`src/rtl/adc_delay_aligner.sv`:
```
// ADC sample delay aligner: circular-buffer delay, offset removal with signed saturation.
// Optional peak magnitude tracker enabled by defining ADC_DELAY_ALIGNER_PEAK_EN.
module adc_delay_aligner #(
    parameter int NUM_BITS = 16,
    parameter int ADDR_W   = 8,
    parameter int MAX_DEL  = 255
) (
    input  logic                clk_i,
    input  logic                rst_ni,
    input  logic [NUM_BITS-1:0] adc_tdata_i,
    input  logic                adc_tvalid_i,
    input  logic                run_i,
    input  logic [15:0]         del_cfg_i,
    input  logic [NUM_BITS-1:0] offset_i,
    output logic [NUM_BITS-1:0] val_out_o,
    output logic                val_valid_o,
    output logic                sat_err_o,
    output logic                cfg_err_o,
`ifdef ADC_DELAY_ALIGNER_PEAK_EN
    output logic [NUM_BITS-1:0] peak_mag_o,
`endif
    output logic [1:0]          state_out_o
);

    typedef enum logic [1:0] {
        IDLE   = 2'd0,
        FILL   = 2'd1,
        STREAM = 2'd2
    } state_e;

    localparam logic signed [NUM_BITS:0] SMAX = {2'b00, {(NUM_BITS-1){1'b1}}};
    localparam logic signed [NUM_BITS:0] SMIN = {2'b11, {(NUM_BITS-1){1'b0}}};

    state_e              state_q, state_d;
    logic [ADDR_W-1:0]   wr_ptr_q, wr_ptr_d;
    logic [ADDR_W-1:0]   fill_q, fill_d;
    logic [ADDR_W-1:0]   del_q, del_d;
    logic [NUM_BITS-1:0] val_q, val_d;
    logic                vld_q, vld_d;
    logic                sat_q, sat_d;
    logic                cfg_q, cfg_d;
    logic                wr_en;

    logic [NUM_BITS-1:0] mem [2**ADDR_W];
    logic [ADDR_W-1:0]   rd_addr;
    logic [NUM_BITS-1:0] src;
    logic signed [NUM_BITS:0] diff;
    logic [NUM_BITS-1:0] clamped;
    logic                clamp_hit;
    logic                cfg_over;
    logic [ADDR_W-1:0]   del_req;

    assign cfg_over = int'(del_cfg_i) > MAX_DEL;
    assign del_req  = cfg_over ? ADDR_W'(MAX_DEL) : ADDR_W'(del_cfg_i);

    // Zero delay bypasses the buffer so the read never races the write.
    assign rd_addr = wr_ptr_q - del_q;
    assign src     = (del_q == '0) ? adc_tdata_i : mem[rd_addr];
    assign diff    = $signed({src[NUM_BITS-1], src}) - $signed({offset_i[NUM_BITS-1], offset_i});

    always_comb begin
        clamped   = diff[NUM_BITS-1:0];
        clamp_hit = 1'b0;
        if (diff > SMAX) begin
            clamped   = SMAX[NUM_BITS-1:0];
            clamp_hit = 1'b1;
        end else if (diff < SMIN) begin
            clamped   = SMIN[NUM_BITS-1:0];
            clamp_hit = 1'b1;
        end
    end

    always_comb begin
        state_d  = state_q;
        wr_ptr_d = wr_ptr_q;
        fill_d   = fill_q;
        del_d    = del_q;
        val_d    = val_q;
        vld_d    = 1'b0;
        sat_d    = sat_q;
        cfg_d    = cfg_q;
        wr_en    = 1'b0;
        case (state_q)
            IDLE: begin
                if (run_i) begin
                    del_d    = del_req;
                    cfg_d    = cfg_over;
                    sat_d    = 1'b0;
                    wr_ptr_d = '0;
                    fill_d   = '0;
                    state_d  = (del_req == '0) ? STREAM : FILL;
                end
            end
            FILL: begin
                if (!run_i) begin
                    state_d = IDLE;
                end else if (adc_tvalid_i) begin
                    wr_en    = 1'b1;
                    wr_ptr_d = wr_ptr_q + 1'b1;
                    fill_d   = fill_q + 1'b1;
                    if (fill_q + 1'b1 == del_q) state_d = STREAM;
                end
            end
            STREAM: begin
                if (!run_i) begin
                    state_d = IDLE;
                end else if (adc_tvalid_i) begin
                    wr_en    = 1'b1;
                    wr_ptr_d = wr_ptr_q + 1'b1;
                    vld_d    = 1'b1;
                    val_d    = clamped;
                    if (clamp_hit) sat_d = 1'b1;
                end
            end
            default: state_d = IDLE;
        endcase
    end

    always_ff @(posedge clk_i or negedge rst_ni) begin
        if (!rst_ni) begin
            state_q  <= IDLE;
            wr_ptr_q <= '0;
            fill_q   <= '0;
            del_q    <= '0;
            val_q    <= '0;
            vld_q    <= 1'b0;
            sat_q    <= 1'b0;
            cfg_q    <= 1'b0;
        end else begin
            state_q  <= state_d;
            wr_ptr_q <= wr_ptr_d;
            fill_q   <= fill_d;
            del_q    <= del_d;
            val_q    <= val_d;
            vld_q    <= vld_d;
            sat_q    <= sat_d;
            cfg_q    <= cfg_d;
        end
    end

    always_ff @(posedge clk_i) begin
        if (wr_en) mem[wr_ptr_q] <= adc_tdata_i;
    end

    assign val_out_o   = val_q;
    assign val_valid_o = vld_q;
    assign sat_err_o   = sat_q;
    assign cfg_err_o   = cfg_q;
    assign state_out_o = state_q;

`ifdef ADC_DELAY_ALIGNER_PEAK_EN
    logic [NUM_BITS-1:0] peak_q, peak_d;
    logic [NUM_BITS-1:0] mag;

    // Most negative value has no positive twin; it saturates to the positive maximum.
    always_comb begin
        mag = val_q;
        if (val_q[NUM_BITS-1]) begin
            mag = (val_q == SMIN[NUM_BITS-1:0]) ? SMAX[NUM_BITS-1:0] : (~val_q + 1'b1);
        end
        peak_d = peak_q;
        if (state_q == IDLE && run_i) peak_d = '0;
        else if (vld_q && mag > peak_q) peak_d = mag;
    end

    always_ff @(posedge clk_i or negedge rst_ni) begin
        if (!rst_ni) peak_q <= '0;
        else         peak_q <= peak_d;
    end

    assign peak_mag_o = peak_q;
`endif

endmodule

```
`config.mk`:
```
export PLATFORM = sky130hd
export DESIGN_NAME = adc_delay_aligner
export DESIGN_NICKNAME = d
export VERILOG_FILES = /design/src/rtl/adc_delay_aligner.sv
export SDC_FILE = /design/constraint.sdc
export NUM_CORES = 2
export LEC_CHECK = 0
export ABC_CLOCK_PERIOD_IN_PS = 5700
export CORE_MARGIN = 2
export CORE_UTILIZATION = 53
export CTS_BUF_LIST = sky130_fd_sc_hd__clkbuf_16
export CTS_CLUSTER_DIAMETER = 40
export CTS_CLUSTER_SIZE = 12
export DETAILED_ROUTE_END_ITERATION = 12
export GPL_ROUTABILITY_DRIVEN = 0
export HOLD_SLACK_MARGIN = 0.12
export PLACE_DENSITY = 0.7
export SYNTH_ARGS = -nofsm -noshare
export SYNTH_HDL_FRONTEND = slang
export SYNTH_SLANG_ARGS = --single-unit
```
`constraint.sdc`:
```
create_clock -name clk_i -period 5.7 [get_ports clk_i]
set_input_delay 0.57 -clock clk_i [delete_from_list [all_inputs] [get_ports clk_i]]
set_output_delay 0.57 -clock clk_i [all_outputs]
set_load 0.1 [all_outputs]
```
# Word-level counts from Yosys, hierarchy flattened

Memories as Yosys holds them, arrays and structs flattened.
Cells that the tools add are included.

Register bits: 45
Memory bits (writable): 4096
Input port bits: 52
Output and inout bits: 21
Word-level logic and storage cells: 74
Memories: 1

Memories:

| name | depth | bits a word | read ports | clocked after memory_dff | wr ports | line | RTL |
|---|---|---|---|---|---|---|---|
| mem  | 256   | 16          | 1          | 0                        | 1        | 44   | `logic [NUM_BITS-1:0] mem [2**ADDR_W];` |

$add $sub $neg: 4
Order comparisons: 3
Equal/unequal tests: 14
Multiplexer cells: 31
Reductions and logical operators: 13

Operator list:

| kind                                                                    | count |
|---|---|
| 16-bit two-way mux                                                      | 3 |
| 8-bit two-way mux                                                       | 6 |
| 8-bit case mux with 2 select lines                                      | 2 |
| 17-bit by 16-bit > comparator with 1-bit output (second input constant) | 1 |
| 17-bit by 16-bit < comparator with 1-bit output (second input constant) | 1 |
| 16-bit by 16-bit subtractor with 17-bit output                          | 1 |
| 8-bit by 1-bit adder with 8-bit output (second input constant)          | 2 |
| 16-bit by 8-bit > comparator with 1-bit output (second input constant)  | 1 |
| 8-bit zero test                                                         | 2 |
| 2-bit != test (second input constant)                                   | 7 |
| 1-bit two-way mux                                                       | 12 |
| 2-bit two-way mux                                                       | 6 |
| 4-bit AND reduction                                                     | 3 |
| 8-bit equality test                                                     | 1 |
| 8-bit subtractor                                                        | 1 |
| 3-bit != test (second input constant)                                   | 2 |
| 2-bit case mux with 3 select lines                                      | 1 |
| 2-bit nonzero test                                                      | 3 |
| 5-bit AND reduction                                                     | 1 |
| 2-bit by 1-bit != test with 1-bit output (second input constant)        | 2 |
| 3-bit AND reduction                                                     | 1 |
| 2-bit by 1-bit equality test with 1-bit output (second input constant)  | 1 |
| 2-bit equality test (second input constant)                             | 1 |
| 2-bit zero test                                                         | 1 |
| 3 further kinds                                                         | 3 |

# Longest topological paths before layout

An unclocked memory read counts as a cell.

Depth after elaboration: 11
Gate-level depth with buffers: 27
Mapped depth without buffers: 24

# Worst setup path after synthesis

OpenSTA, ideal clock, no wires.

Path kind: reg-to-reg
Start point: register wr_ptr_q[0]
End point: register val_q[12], in the netlist val_out_o[12]
Setup time: 0.083 ns
Arrival: 5.377 ns
Data required time: 5.617 ns
Slack: 0.241 ns
Cell stages (with the launch flop): 28
Buffers on the path: 5
Period minus slack after synthesis: 5.459 ns
Cells stage by stage: dfrtp_1 > inv_1 > ha_1 > inv_1 > fa_1 > buf_4 > buf_2 > buf_2 > buf_1 > mux4_2 > nand2_1 > a32oi_1 > nand4_1 > o31ai_1 > a21oi_1 > a211o_1 > ha_1 > fa_1 > nor2b_1 > o21ai_0 > nand2b_1 > a31oi_1 > o31ai_1 > a31oi_1 > nor2_1 > buf_2 > nor2_1 > o21ai_0

Cells in the longest elaborated chain, start to end: 7
Elaborated cells between the ends (all ways): 8
Classes of those cells: 2 x add/sub; 2 x order compare; 3 x mux; 1 x memory

Ends and longest elaborated chain:

| item                                             | line | RTL |
|---|---|---|
| start, declared                                  | 35   | `logic [ADDR_W-1:0] wr_ptr_q, wr_ptr_d;` |
| start signal, assigned                           | 131  | `wr_ptr_q <= wr_ptr_d;` |
| 8-bit subtractor *                               | 57   | `assign rd_addr = wr_ptr_q - del_q;` |
| memory 256 x 16 bit *                            | -    |  |
| 16-bit two-way mux *                             | 58   | `assign src = (del_q == '0) ? adc_tdata_i : mem[rd_addr];` |
| 16-bit by 16-bit subtractor with 17-bit output * | 59   | `assign diff = $signed({src[NUM_BITS-1], src}) - $signed({offset_i[NUM_BITS-1], offset_i});` |
| 17-bit by 16-bit < comparator with 1-bit output  | 67   | `end else if (diff < SMIN) begin` |
| 16-bit two-way mux                               | 67   |  |
| 16-bit two-way mux *                             | 64   | `if (diff > SMAX) begin` |
| end signal, assigned                             | 134  | `val_q <= val_d;` |
| end, declared                                    | 38   | `logic [NUM_BITS-1:0] val_q, val_d;` |

Mark *: on every way between the ends. The rest lies on a longest branch, timed or not.
A chain may end at the register's enable or synchronous reset.

# Worst setup path in the final report

Start point: register wr_ptr_q[0]
End point: register val_q[6], in the netlist val_out_o[6]

Same word-level chain as after synthesis.

==> flow_summary.toml <==
[yosys]
yosysWarnings = 0
yosysMostFrequentCell = "edfxtp_1"
synth.area.top_cells = "edfxtp_1, mux4_2, nand2_1"
syn_nets = 7529
synth_fa_ha_area_share_pct = 0.284
mappedNetlistArea_sq_um = 161000
synth_xor_area_share_pct = 0.223
synth_cells = 7444
yosys.area_share.simple_pct = 3.00
ys_types = 67
synth_top_area_share_pct = 76.4
async_flop_share_pct = 1.09
ys_seq_elements = 4141
muxShareOfSynthArea_pct = 16.2
synth_ff_type = "edfxtp_1"
syn-mean-instance-area_sq_um = 21.6
synth_compound_area_share_pct = 1.81
synth_top_cell_by_area = "edfxtp_1"
synth_edf_count = 4096
synth_commonest_cells = "edfxtp_1, mux4_2, nand2_1"
synth_top_family_by_area = "multiplexers"
yosysSeqAreaShare_pct = 77.1

[power_and_ir_drop]
pwr_density_cell_nw_per_um2 = 577
p_leak_nw = 62.9
max-vdd-ir-drop_mv = 0.558

[drt]
ant_nets = 0
routed_via_density = 6.51
first_pass_iters = 5
post-route-drc-count = 0
first_iter_violations = 13300
vias = 84100
wl_per_cell_microns = 33.8
routed_wl_microns = 437000

[critical_path]
start_kind = "register"
cp.required_ns = 6.65
crit_arrival_ns = 7.05
path_max_fanout = 7
endpoint_kind = "register"
crit_type = "register to register"

[clock_tree]
cts_tree = "yes"
clock_latency_ns = 1.02
cts-root-buf = "clkbuf_16"
clkTransAtPathRegs_ns = 0.06
cts_max_level = 5
cts.sinks = 4141
clk_path_buf_depth = 4
numCtsBuffers = 474

[die]
pin_count = 73
die_w_microns = 555
die_y_microns = 555
initial_utilization_pct = 53.2
coreArea_sq_um = 303000
rows = 202
dieArea_sq_um = 308000

[sta]
max_freq_ghz = 0.164
setup_violations = 17
maxSlewHeadroom_pct = 18.2
worstMarginPinSlew_ns = 1.23
min_period_ns = 6.10
rsz0062_at_grt = "true"
final_hold_viol_count = 0
postLayoutSetupSlackWorst_ns = -0.405
fin_skew_ns = 0.0632
fin_hold_ws_ns = 0.289
slew_viol_final = 0
fin_crit_sh_pct = 107

[global_route]
grt_max_degree = 176
grt_pass1_wl_microns = 623000
grt.total_usage_pct = 28.3
antenna_found_initial = 17
grt_pass1_vias = 84400
grt-ovfl-total = 0

[final_layout]
area_growth_pct = 18.9
drive_gt1_share_pct = 34.2
nNetsFinal = 8664
final_area_sq_um = 191000
fin_cells = 12900

[place]
port_buffers = 72
place_inst = 12000
dp_slack_ns = -1.49
place_hpwl_microns = 263000
placed_area_sq_um = 173000

[outcome]
violations = "negative setup slack"
status = "finished with violations"

[job]
maxCapViolations = 0

[min_path]
worstHoldPathType = "input port to async pin"
## routing by layer
metal,global-route usage (%),routed length (microns),vias up
met2,43.8,206000,5635
met3,5.75,51200,931
li1,-,-,33400
met4,11.1,20000,14
met5,0,78,-
met1,40.1,159000,44200
## path summary, 6_finish.rpt
| kind | to | cells after the start | slack [ns] | startpoint |
|---|---|---|---|---|
| worst max register to register | val_out_o[6]$_DFFE_PN0P_ | 26 | -0.40 | wr_ptr_q[0]$_DFFE_PN0P_ |
| worst min-delay path | del_q[7]$_DFFE_PN0P_ | 3 | 0.29 | rst_ni |
| max in group asynchronous | wr_ptr_q[7]$_DFFE_PN0P_ | 3 | 4.86 | rst_ni |
| min in group clk_i | del_q[7]$_DFFE_PN0P_ | 3 | 0.30 | del_cfg_i[7] |
| worst min register to register | val_out_o[1]$_DFFE_PN0P_ | 2 | 0.50 | val_out_o[1]$_DFFE_PN0P_ |
| worst max-delay path | val_out_o[6]$_DFFE_PN0P_ | 26 | -0.40 | wr_ptr_q[0]$_DFFE_PN0P_ |
## per-stage QoR
step	TNS, ns	util [%]	power [mW]
2_1_floorplan	0	-	59.2
3_3_place_gp	-22.65	57.3	76.1
3_5_place_dp	-23.11	57.3	76.4
4_1_cts	-3.03	63.1	109
5_1_grt	-7.86	63.3	114
6_report	-5.80	63.3	110
## power by group
group	leakage (nW)	internal [mW]	switching (mW)
Clock	7.76	17.4	12.4
Combinational	17.7	22.6	24.3
Sequential	37.4	33.6	0.106
Total	62.9	73.7	36.8
## sequential cells by signal (all words and copies together), names as in the netlist
signal and cells:
wr_ptr_q 8, fill_q 8, sat_err_o 1, state_out_o 2, val_out_o 16, del_q 8, mem 4096, cfg_err_o 1
val_valid_o 1
## area by class of cell
cell class | instances | area [sq um]
flip-flops and latches | 4141 | 124000
fillers | 19500 | 111000
multi-input cells | 2839 | 35900
clock buffers | 475 | 11900
repair buffers | 1090 | 10800
well taps | 3978 | 4980
clock inverters | 355 | 3670
inverters | 33 | 124
diodes | 3 | 7.51
## cells by family (layout without fill, tap and decap cells)
| family | count (synthesis) | count (layout) |
|---|---|---|
| AOI/OAI and AO/OA | 419 | 419 |
| xor gates and xnor gates | 38 | 38 |
| adders and majority gates | 36 | 36 |
| buffers and inverters | 466 | 1953 |
| DFF | 4141 | 4141 |
| muxes | 1194 | 1194 |
| other | 0 | 3 |
| and+or+nand+nor | 1150 | 1152 |
## what timing repair did
item                                    CTS  global route
hold buffers                             17             0
setup buffers                            55            11
cloned                                   19             3
gates resized for setup                 234            68
endpoints found under the setup margin   17            17
hold endpoints to repair                466             0
pin swaps                                45            53
## placed cells by master, fill, tap and decap left out, types with 70 or more instances in the layout
cell type and instances:
clkinv_2 70, edfxtp_1 4096, clkinv_1 73, nor2_1 280, buf_4 813, nand3_1 106
inv_1 93, mux4_2 1126, buf_12 118, o21ai_0 77, nand2_1 569, clkbuf_16 478
## critical path, cell delays in order (launching register included)
cell and delay [ns]:
dfrtp_1 0.39, inv_2 0.08, ha_4 0.13, inv_2 0.04
fa_4 0.84, buf_12 0.19, buf_12 0.16, buf_16 0.15
buf_16 0.14, mux4_2 0.29, mux4_2 0.60, o2111ai_1 0.22
o21ai_1 0.12, buf_4 0.17, o21ai_4 0.18, buf_12 0.16
a211oi_2 0.08, ha_1 0.34, a21o_1 0.20, a21o_1 0.17
a21o_1 0.18, o31ai_2 0.25, buf_4 0.18, xor2_4 0.08
buf_6 0.15, maj3_2 0.32, o21ai_1 0.15
Note: power is estimated with default switching activity, not from simulation.
